$ cat src/rtl/stopwatch_pkg.sv
// stopwatch_pkg: shared BCD widths, digit limits and field-select encoding for the stopwatch timekeeper
package stopwatch_pkg;
  localparam int BCD_W = 4;
  localparam logic [BCD_W-1:0] SEC_MAX_TENS = 4'd5;
  localparam logic [BCD_W-1:0] DIGIT_MAX = 4'd9;
  typedef enum logic {SEL_MIN = 1'b0, SEL_SEC = 1'b1} sel_e;
endpackage

$ cat src/rtl/stopwatch_timekeeper_if.sv
// stopwatch_timekeeper_if: tick/button/mode inputs and BCD digit/pause/blank outputs; master drives inputs, slave is the timekeeper
interface stopwatch_timekeeper_if;
  import stopwatch_pkg::*;
  logic tick_1hz, tick_adj, tick_blink, btn_pause, adj, sel;
  logic [BCD_W-1:0] min_tens, min_ones, sec_tens, sec_ones;
  logic paused, blank_min, blank_sec;
  modport master (
    output tick_1hz, tick_adj, tick_blink, btn_pause, adj, sel,
    input  min_tens, min_ones, sec_tens, sec_ones, paused, blank_min, blank_sec
  );
  modport slave (
    input  tick_1hz, tick_adj, tick_blink, btn_pause, adj, sel,
    output min_tens, min_ones, sec_tens, sec_ones, paused, blank_min, blank_sec
  );
endinterface

$ cat src/rtl/stopwatch_timekeeper_bcd2_counter.sv
// bcd2_counter: two-digit BCD counter (clk, rst, inc in; tens, ones, carry out) wrapping to 00 after MAX_TENS:MAX_ONES or any illegal value
module bcd2_counter
  import stopwatch_pkg::*;
#(
  parameter logic [BCD_W-1:0] MAX_TENS = 4'd5,
  parameter logic [BCD_W-1:0] MAX_ONES = 4'd9
) (
  input  logic             clk,
  input  logic             rst,
  input  logic             inc,
  output logic [BCD_W-1:0] tens,
  output logic [BCD_W-1:0] ones,
  output logic             carry
);
  logic w_wrap, w_ones_roll;
  always_comb begin
    w_wrap = tens > MAX_TENS || (tens == MAX_TENS && ones >= MAX_ONES);
    w_ones_roll = ones >= DIGIT_MAX;
    carry = w_wrap & inc;
  end
  always_ff @(posedge clk) begin
    if (rst) begin
      tens <= '0;
      ones <= '0;
    end else if (inc) begin
      tens <= w_wrap ? '0 : w_ones_roll ? tens + 1'b1 : tens;
      ones <= (w_wrap | w_ones_roll) ? '0 : ones + 1'b1;
    end
  end
endmodule

$ cat src/rtl/stopwatch_timekeeper.sv
// stopwatch_timekeeper: MM:SS BCD stopwatch (clk, rst, bus slave: ticks/pause/adj/sel in, digits/paused/blank out) with pause toggle, adjust and blink
module stopwatch_timekeeper
  import stopwatch_pkg::*;
#(
  parameter int MM_MAX = 59
) (
  input logic                  clk,
  input logic                  rst,
  stopwatch_timekeeper_if.slave bus
);
  logic r_btn_prev, r_paused, r_blink_phase, r_blank_min, r_blank_sec;
  logic w_sec_inc, w_min_inc, w_sec_carry, w_sel_min, w_sel_sec;
  always_comb begin
    w_sel_min = sel_e'(bus.sel) == SEL_MIN;
    w_sel_sec = sel_e'(bus.sel) == SEL_SEC;
    w_sec_inc = bus.adj ? bus.tick_adj & w_sel_sec : bus.tick_1hz & ~r_paused;
    w_min_inc = bus.adj ? bus.tick_adj & w_sel_min : w_sec_carry;
  end
  bcd2_counter #(.MAX_TENS(SEC_MAX_TENS), .MAX_ONES(DIGIT_MAX)) u_sec (
    .clk(clk), .rst(rst), .inc(w_sec_inc),
    .tens(bus.sec_tens), .ones(bus.sec_ones), .carry(w_sec_carry)
  );
  bcd2_counter #(.MAX_TENS(BCD_W'(MM_MAX / 10)), .MAX_ONES(BCD_W'(MM_MAX % 10))) u_min (
    .clk(clk), .rst(rst), .inc(w_min_inc),
    .tens(bus.min_tens), .ones(bus.min_ones), .carry()
  );
  always_ff @(posedge clk) begin
    if (rst) begin
      r_btn_prev <= 1'b1;
      r_paused <= 1'b0;
      r_blink_phase <= 1'b0;
      r_blank_min <= 1'b0;
      r_blank_sec <= 1'b0;
    end else begin
      r_btn_prev <= bus.btn_pause;
      r_paused <= r_paused ^ (bus.btn_pause & ~r_btn_prev);
      r_blink_phase <= bus.adj & (r_blink_phase ^ bus.tick_blink);
      r_blank_min <= bus.adj & w_sel_min & r_blink_phase;
      r_blank_sec <= bus.adj & w_sel_sec & r_blink_phase;
    end
  end
  assign bus.paused = r_paused;
  assign bus.blank_min = r_blank_min;
  assign bus.blank_sec = r_blank_sec;
endmodule
$ cat src/flat_wrapper.sv
// flat-port wrapper written by rule: the top's interface ports become plain ports
module stopwatch_timekeeper_flat import stopwatch_pkg::*;
#(
  parameter int MM_MAX = 59
)
  (clk, rst, bus_tick_1hz, bus_tick_adj, bus_tick_blink, bus_btn_pause, bus_adj, bus_sel, bus_min_tens, bus_min_ones, bus_sec_tens, bus_sec_ones, bus_paused, bus_blank_min, bus_blank_sec);
  stopwatch_timekeeper_if bus_i ();
  input logic clk;
  input logic rst;
  input wire logic [$bits(bus_i.tick_1hz)-1:0] bus_tick_1hz;
  input wire logic [$bits(bus_i.tick_adj)-1:0] bus_tick_adj;
  input wire logic [$bits(bus_i.tick_blink)-1:0] bus_tick_blink;
  input wire logic [$bits(bus_i.btn_pause)-1:0] bus_btn_pause;
  input wire logic [$bits(bus_i.adj)-1:0] bus_adj;
  input wire logic [$bits(bus_i.sel)-1:0] bus_sel;
  output wire logic [$bits(bus_i.min_tens)-1:0] bus_min_tens;
  output wire logic [$bits(bus_i.min_ones)-1:0] bus_min_ones;
  output wire logic [$bits(bus_i.sec_tens)-1:0] bus_sec_tens;
  output wire logic [$bits(bus_i.sec_ones)-1:0] bus_sec_ones;
  output wire logic [$bits(bus_i.paused)-1:0] bus_paused;
  output wire logic [$bits(bus_i.blank_min)-1:0] bus_blank_min;
  output wire logic [$bits(bus_i.blank_sec)-1:0] bus_blank_sec;
  assign bus_i.tick_1hz = bus_tick_1hz;
  assign bus_i.tick_adj = bus_tick_adj;
  assign bus_i.tick_blink = bus_tick_blink;
  assign bus_i.btn_pause = bus_btn_pause;
  assign bus_i.adj = bus_adj;
  assign bus_i.sel = bus_sel;
  assign bus_min_tens = bus_i.min_tens;
  assign bus_min_ones = bus_i.min_ones;
  assign bus_sec_tens = bus_i.sec_tens;
  assign bus_sec_ones = bus_i.sec_ones;
  assign bus_paused = bus_i.paused;
  assign bus_blank_min = bus_i.blank_min;
  assign bus_blank_sec = bus_i.blank_sec;
  stopwatch_timekeeper #(.MM_MAX(MM_MAX)) u_core (.clk(clk), .rst(rst), .bus(bus_i));
endmodule
$ cat config.mk
export PLATFORM = sky130hd
export DESIGN_NAME = stopwatch_timekeeper_flat
export DESIGN_NICKNAME = d
export VERILOG_FILES = /design/src/rtl/stopwatch_pkg.sv /design/src/rtl/stopwatch_timekeeper_if.sv /design/src/rtl/stopwatch_timekeeper_bcd2_counter.sv /design/src/rtl/stopwatch_timekeeper.sv /design/src/flat_wrapper.sv
export SDC_FILE = /design/constraint.sdc
export NUM_CORES = 1
export LEC_CHECK = 0
export CAP_MARGIN = 20
export CELL_PAD_IN_SITES_DETAIL_PLACEMENT = 1
export CELL_PAD_IN_SITES_GLOBAL_PLACEMENT = 1
export CORE_UTILIZATION = 39
export CTS_BUF_LIST = sky130_fd_sc_hd__clkbuf_4
export DETAILED_ROUTE_END_ITERATION = 10
export PLACE_DENSITY = 0.87
export RECOVER_POWER = 25
export REMOVE_ABC_BUFFERS = 1
export SYNTH_ARGS = -nofsm -noshare
export SYNTH_HDL_FRONTEND = slang
export SYNTH_SLANG_ARGS = --single-unit
export TNS_END_PERCENT = 100
$ cat constraint.sdc
create_clock -name clk -period 2 [get_ports clk]
set_input_delay 0.6 -clock clk [delete_from_list [all_inputs] [get_ports clk]]
set_output_delay 0.6 -clock clk [all_outputs]
set_load 0.01 [all_outputs]
==> results.sh, run 1 <==
export IMPL_pre_cts_slack_ns=-0.3146
export IMPL_crit_buf_inv=2
export IMPL_cts_root_buffer="clkbuf_4"
export IMPL_hpwl_um=2495
export IMPL_grt_pass1_wl_um=5085
export IMPL_cts_tree="done"
export IMPL_seq_power_share_pct=55.9
export IMPL_critPathCaptureType="output pin"
export IMPL_coreArea_um2=3028
export IMPL_worst_path_max_delay_cell="clkdlybuf4s50_1"
export IMPL_path_delay_family="buffers and inverters"
export IMPL_drtAntennaViolNets=0
export IMPL_worstPathMaxFanout=4
export IMPL_clockBufferDepth=2
export IMPL_route_detailed_drc=0
export IMPL_gp_congestion=0.8925
export IMPL_cts_sinks=21
export IMPL_syn_to_final_growth_pct=38.83
export IMPL_cts_buffers_inserted=3
export IMPL_switching_share_pct=27.52
export IMPL_power_switching_w=0.0002156
export IMPL_power_density_nw_per_um2=453.7
export IMPL_slowest_delay_ns=0.53
export IMPL_setup_worst_path_start_class="flop"
export IMPL_synth_cells=138
export IMPL_antenna_found_initial=0
export IMPL_async_flop_share_pct=0
export IMPL_drive_above_1_share_pct=26.78
export IMPL_leakagePower_nw=0.6557
export IMPL_status="finished, final reports clean"
export IMPL_syn_avg_cell_area_um2=9.012
export IMPL_multi_input_area_um2=789.5
export IMPL_die_h_um=58.47
export IMPL_grt_overflow=0
export IMPL_slew_violations=0
export IMPL_yosysWarnings=0
export IMPL_ys_ff_latch=21
export IMPL_synth_area_um2=1244
export IMPL_first_iter_violations=27
export IMPL_viasPerCell=5.189
export IMPL_portBuffers=26
export IMPL_nFillCells=356
export IMPL_final_area_um2=1727
export IMPL_cp_required_ns=1.40
export IMPL_register_area_um2=429.2
export IMPL_die_area_um2=3419
export IMPL_fin_nets=204
export IMPL_clk_latency_ns=0.32
export IMPL_pwr_share_comb_pct=16.1
export IMPL_yosysSeqAreaShare_pct=33.80
export IMPL_ys_types=45
export IMPL_max_freq_mhz=512.3
export IMPL_die_w_um=58.47
export IMPL_wirelength_um=3236
export IMPL_wl_per_cell_um=14.26
export IMPL_grt_max_degree=13
export IMPL_synth_edff_count=0
export IMPL_synth_ff_type="dfxtp_1"
export IMPL_path_cells="buf_4, clkdlybuf4s50_1"
export IMPL_vdd_ir_drop_max_v=0.0003948
export IMPL_cellInternalPower_w=0.0005678
export IMPL_fp_row_count=20
export IMPL_synth_top_cell_by_area="dfxtp_1"
export IMPL_maxCapViolCount=0
export IMPL_vias=1178
export IMPL_dr_pass1_iters=4
export IMPL_p_total_w=0.0007834
export IMPL_fin_ws_ns=0.04808
export IMPL_crit_arrival_ns=1.35
export IMPL_cts_max_level=1
export IMPL_diodes=0
export IMPL_pwr_share_clk_pct=28.1
export IMPL_worst_pin_slew_ns=0.3075
export IMPL_setup_viol=0
export IMPL_hold_class="flop to flop"
export IMPL_r2r_slack_ns=0.09
export IMPL_initial_core_util_pct=41.07
export IMPL_min_period_ns=1.952
export IMPL_synthTopCellsByArea="dfxtp_1 (34%), ha_1 (12%), nor2_1 (3.6%)"
export IMPL_boundaryPins=27
export IMPL_synth_top_area_share_pct=33.80
export IMPL_clk_pin_slew_worst_paths_ns=0.13
export IMPL_grt_usage_pct=19.31
export IMPL_hold_viol_final=0
export IMPL_max_slew_margin_pct=79.50
export IMPL_rsz0062_at_grt="no"
export IMPL_min_period_over_period_pct=97.60
export IMPL_first_global_vias=1178
export IMPL_dpl_cell_area_um2=1672
export IMPL_clock_skew_ns=0.007206
export IMPL_crit_type="flop to output pin"
-- power groups by stage --
| stage | Sequential, W | Combinational (W) | Clock (W) |
|---|---|---|---|
| after floorplan | 0.000449 | 0.0000519 | 0 |
| after global placement | 0.000446 | 0.000116 | 0 |
| after detailed placement | 0.000447 | 0.000122 | 0 |
| after CTS | 0.000438 | 0.000123 | 0.000218 |
| after global routing | 0.000439 | 0.000135 | 0.000235 |
| final | 0.000438 | 0.000126 | 0.000220 |
-- repair_timing --
action                                  in CTS  in global routing
endpoints found under the setup margin       2                 14
resized for setup                            2                  8
setup buffers                                0                  1
pin swaps                                    0                  1
hold buffers                                 0                  0
-- metal layers --
layer	wire, µm	up-vias	global-route usage (%)
li1	-	576	-
met1	1443	571	24.25
met2	1664	24	33.50
met3	75	7	1.978
met4	53	0	8.503
met5	0	-	0
-- registers in the layout (all words and copies together), names as in the netlist --
signal	cells
u_core.bus.blank_sec	1
u_core.bus.paused	1
u_core.u_min.ones	4
u_core.u_min.tens	4
u_core.r_btn_prev	1
u_core.r_blink_phase	1
u_core.u_sec.ones	4
u_core.u_sec.tens	4
u_core.bus.blank_min	1
-- final timing paths --
kind	start	cells past startpoint	endpoint
max	u_core.u_sec.ones[1]$_SDFFE_PP0N_	2	bus_sec_ones[1]
min reg2reg	u_core.r_blink_phase$_SDFF_PP0_	2	u_core.bus.blank_min$_SDFF_PP0_
max reg2reg	u_core.u_sec.ones[0]$_SDFFE_PP0N_	7	u_core.u_min.tens[1]$_SDFFE_PP0P_
min	u_core.r_blink_phase$_SDFF_PP0_	2	u_core.bus.blank_min$_SDFF_PP0_
-- worst register-to-register path, delay by kind of cell, from the launching register on --
kind | cells | cell delay [ns]
AND/OR/NAND/NOR | 4 | 0.97
adder cells (fa/ha/maj) | 1 | 0.20
buffers and inverters | 1 | 0.11
AO/OA/AOI/OAI | 1 | 0.14
flip-flops | 1 | 0.45
-- cell usage after synthesis, types with 2 or more instances --
cell / instances
nor2_1: 12
nor4_1: 2
nor2_2: 2
inv_1: 10
nor2b_1: 3
nand3_1: 6
nand2_1: 11
o21ai_0: 2
dfxtp_1: 21
or2_2: 2
nand4_1: 4
xnor2_1: 4
o31ai_1: 2
xor2_1: 3
clkbuf_1: 2
o211ai_1: 2
ha_1: 12
a21oi_1: 8
a21oi_2: 3
o21ai_2: 2
-- through the flow --
| step | TNS, ns | instances | utilization, % | hold slack, ns |
|---|---|---|---|---|
| 5_1_grt | 0 | 227 | 57.02 | 0.5077 |
| 3_3_place_gp | -1.759 | 222 | 55.21 | 0.4496 |
| 3_5_place_dp | -2.952 | 222 | 55.21 | 0.4621 |
| 2_1_floorplan | 0 | 136 | - | 0.4299 |
| 6_report | 0 | 227 | 57.02 | 0.4868 |
| 4_1_cts | 0 | 226 | 56.20 | 0.4829 |
-- placed cells by master, fill, tap and decap left out, types with 2 or more instances in the layout --
cell             netlist  layout
o21ai_0                2       2
a21oi_2                3       3
dfxtp_1               21      14
xor2_1                 3       3
clkbuf_4               0       3
nor2_2                 2       2
o31ai_1                2       2
o21ai_2                2       2
dfxtp_2                0       7
nor2b_1                3       3
or2_2                  2       2
nand2_1               11      11
nor2_1                12      12
nand3_1                6       6
xnor2_1                4       4
buf_4                  0      17
o211ai_1               2       2
clkdlybuf4s50_1        0      21
nand4_1                4       4
ha_1                  12      12
nor4_1                 2       2
dlygate4sd3_1          0       4
a21oi_1                8       8
inv_1                 10      10
-- logic make-up (layout without fill, tap and decap cells) --
kind of cell | Yosys count | count (layout) | synth area share [%]
AOI/OAI and AO/OA | 32 | 32 | 20.73
xor gates and xnor gates | 7 | 7 | 4.930
adders and majority gates | 12 | 12 | 12.07
buffers and inverters | 12 | 57 | 3.622
DFF | 21 | 21 | 33.80
and+or+nand+nor | 54 | 54 | 24.85
-- final cells by class --
type | count | area share, %
Clock buffer | 3 | 1.304
Clock inverter | 1 | 0.2899
Inverter | 10 | 2.174
Multi-Input combinational cell | 105 | 45.72
Sequential cell | 21 | 24.86
Tap cell | 44 | 3.188
Timing Repair Buffer | 43 | 22.46
Note: power is estimated with default switching activity, not from simulation.
==> run 2, diff against run 1 <==
--- a/config.mk
+++ b/config.mk
@@ -11,6 +11,7 @@
 export CORE_UTILIZATION = 39
 export CTS_BUF_LIST = sky130_fd_sc_hd__clkbuf_4
 export DETAILED_ROUTE_END_ITERATION = 10
+export GPL_ROUTABILITY_DRIVEN = 0
 export PLACE_DENSITY = 0.87
 export RECOVER_POWER = 25
 export REMOVE_ABC_BUFFERS = 1
==> results of run 2 <==
Final layout, timing and power as in run 1 (identical DEF).
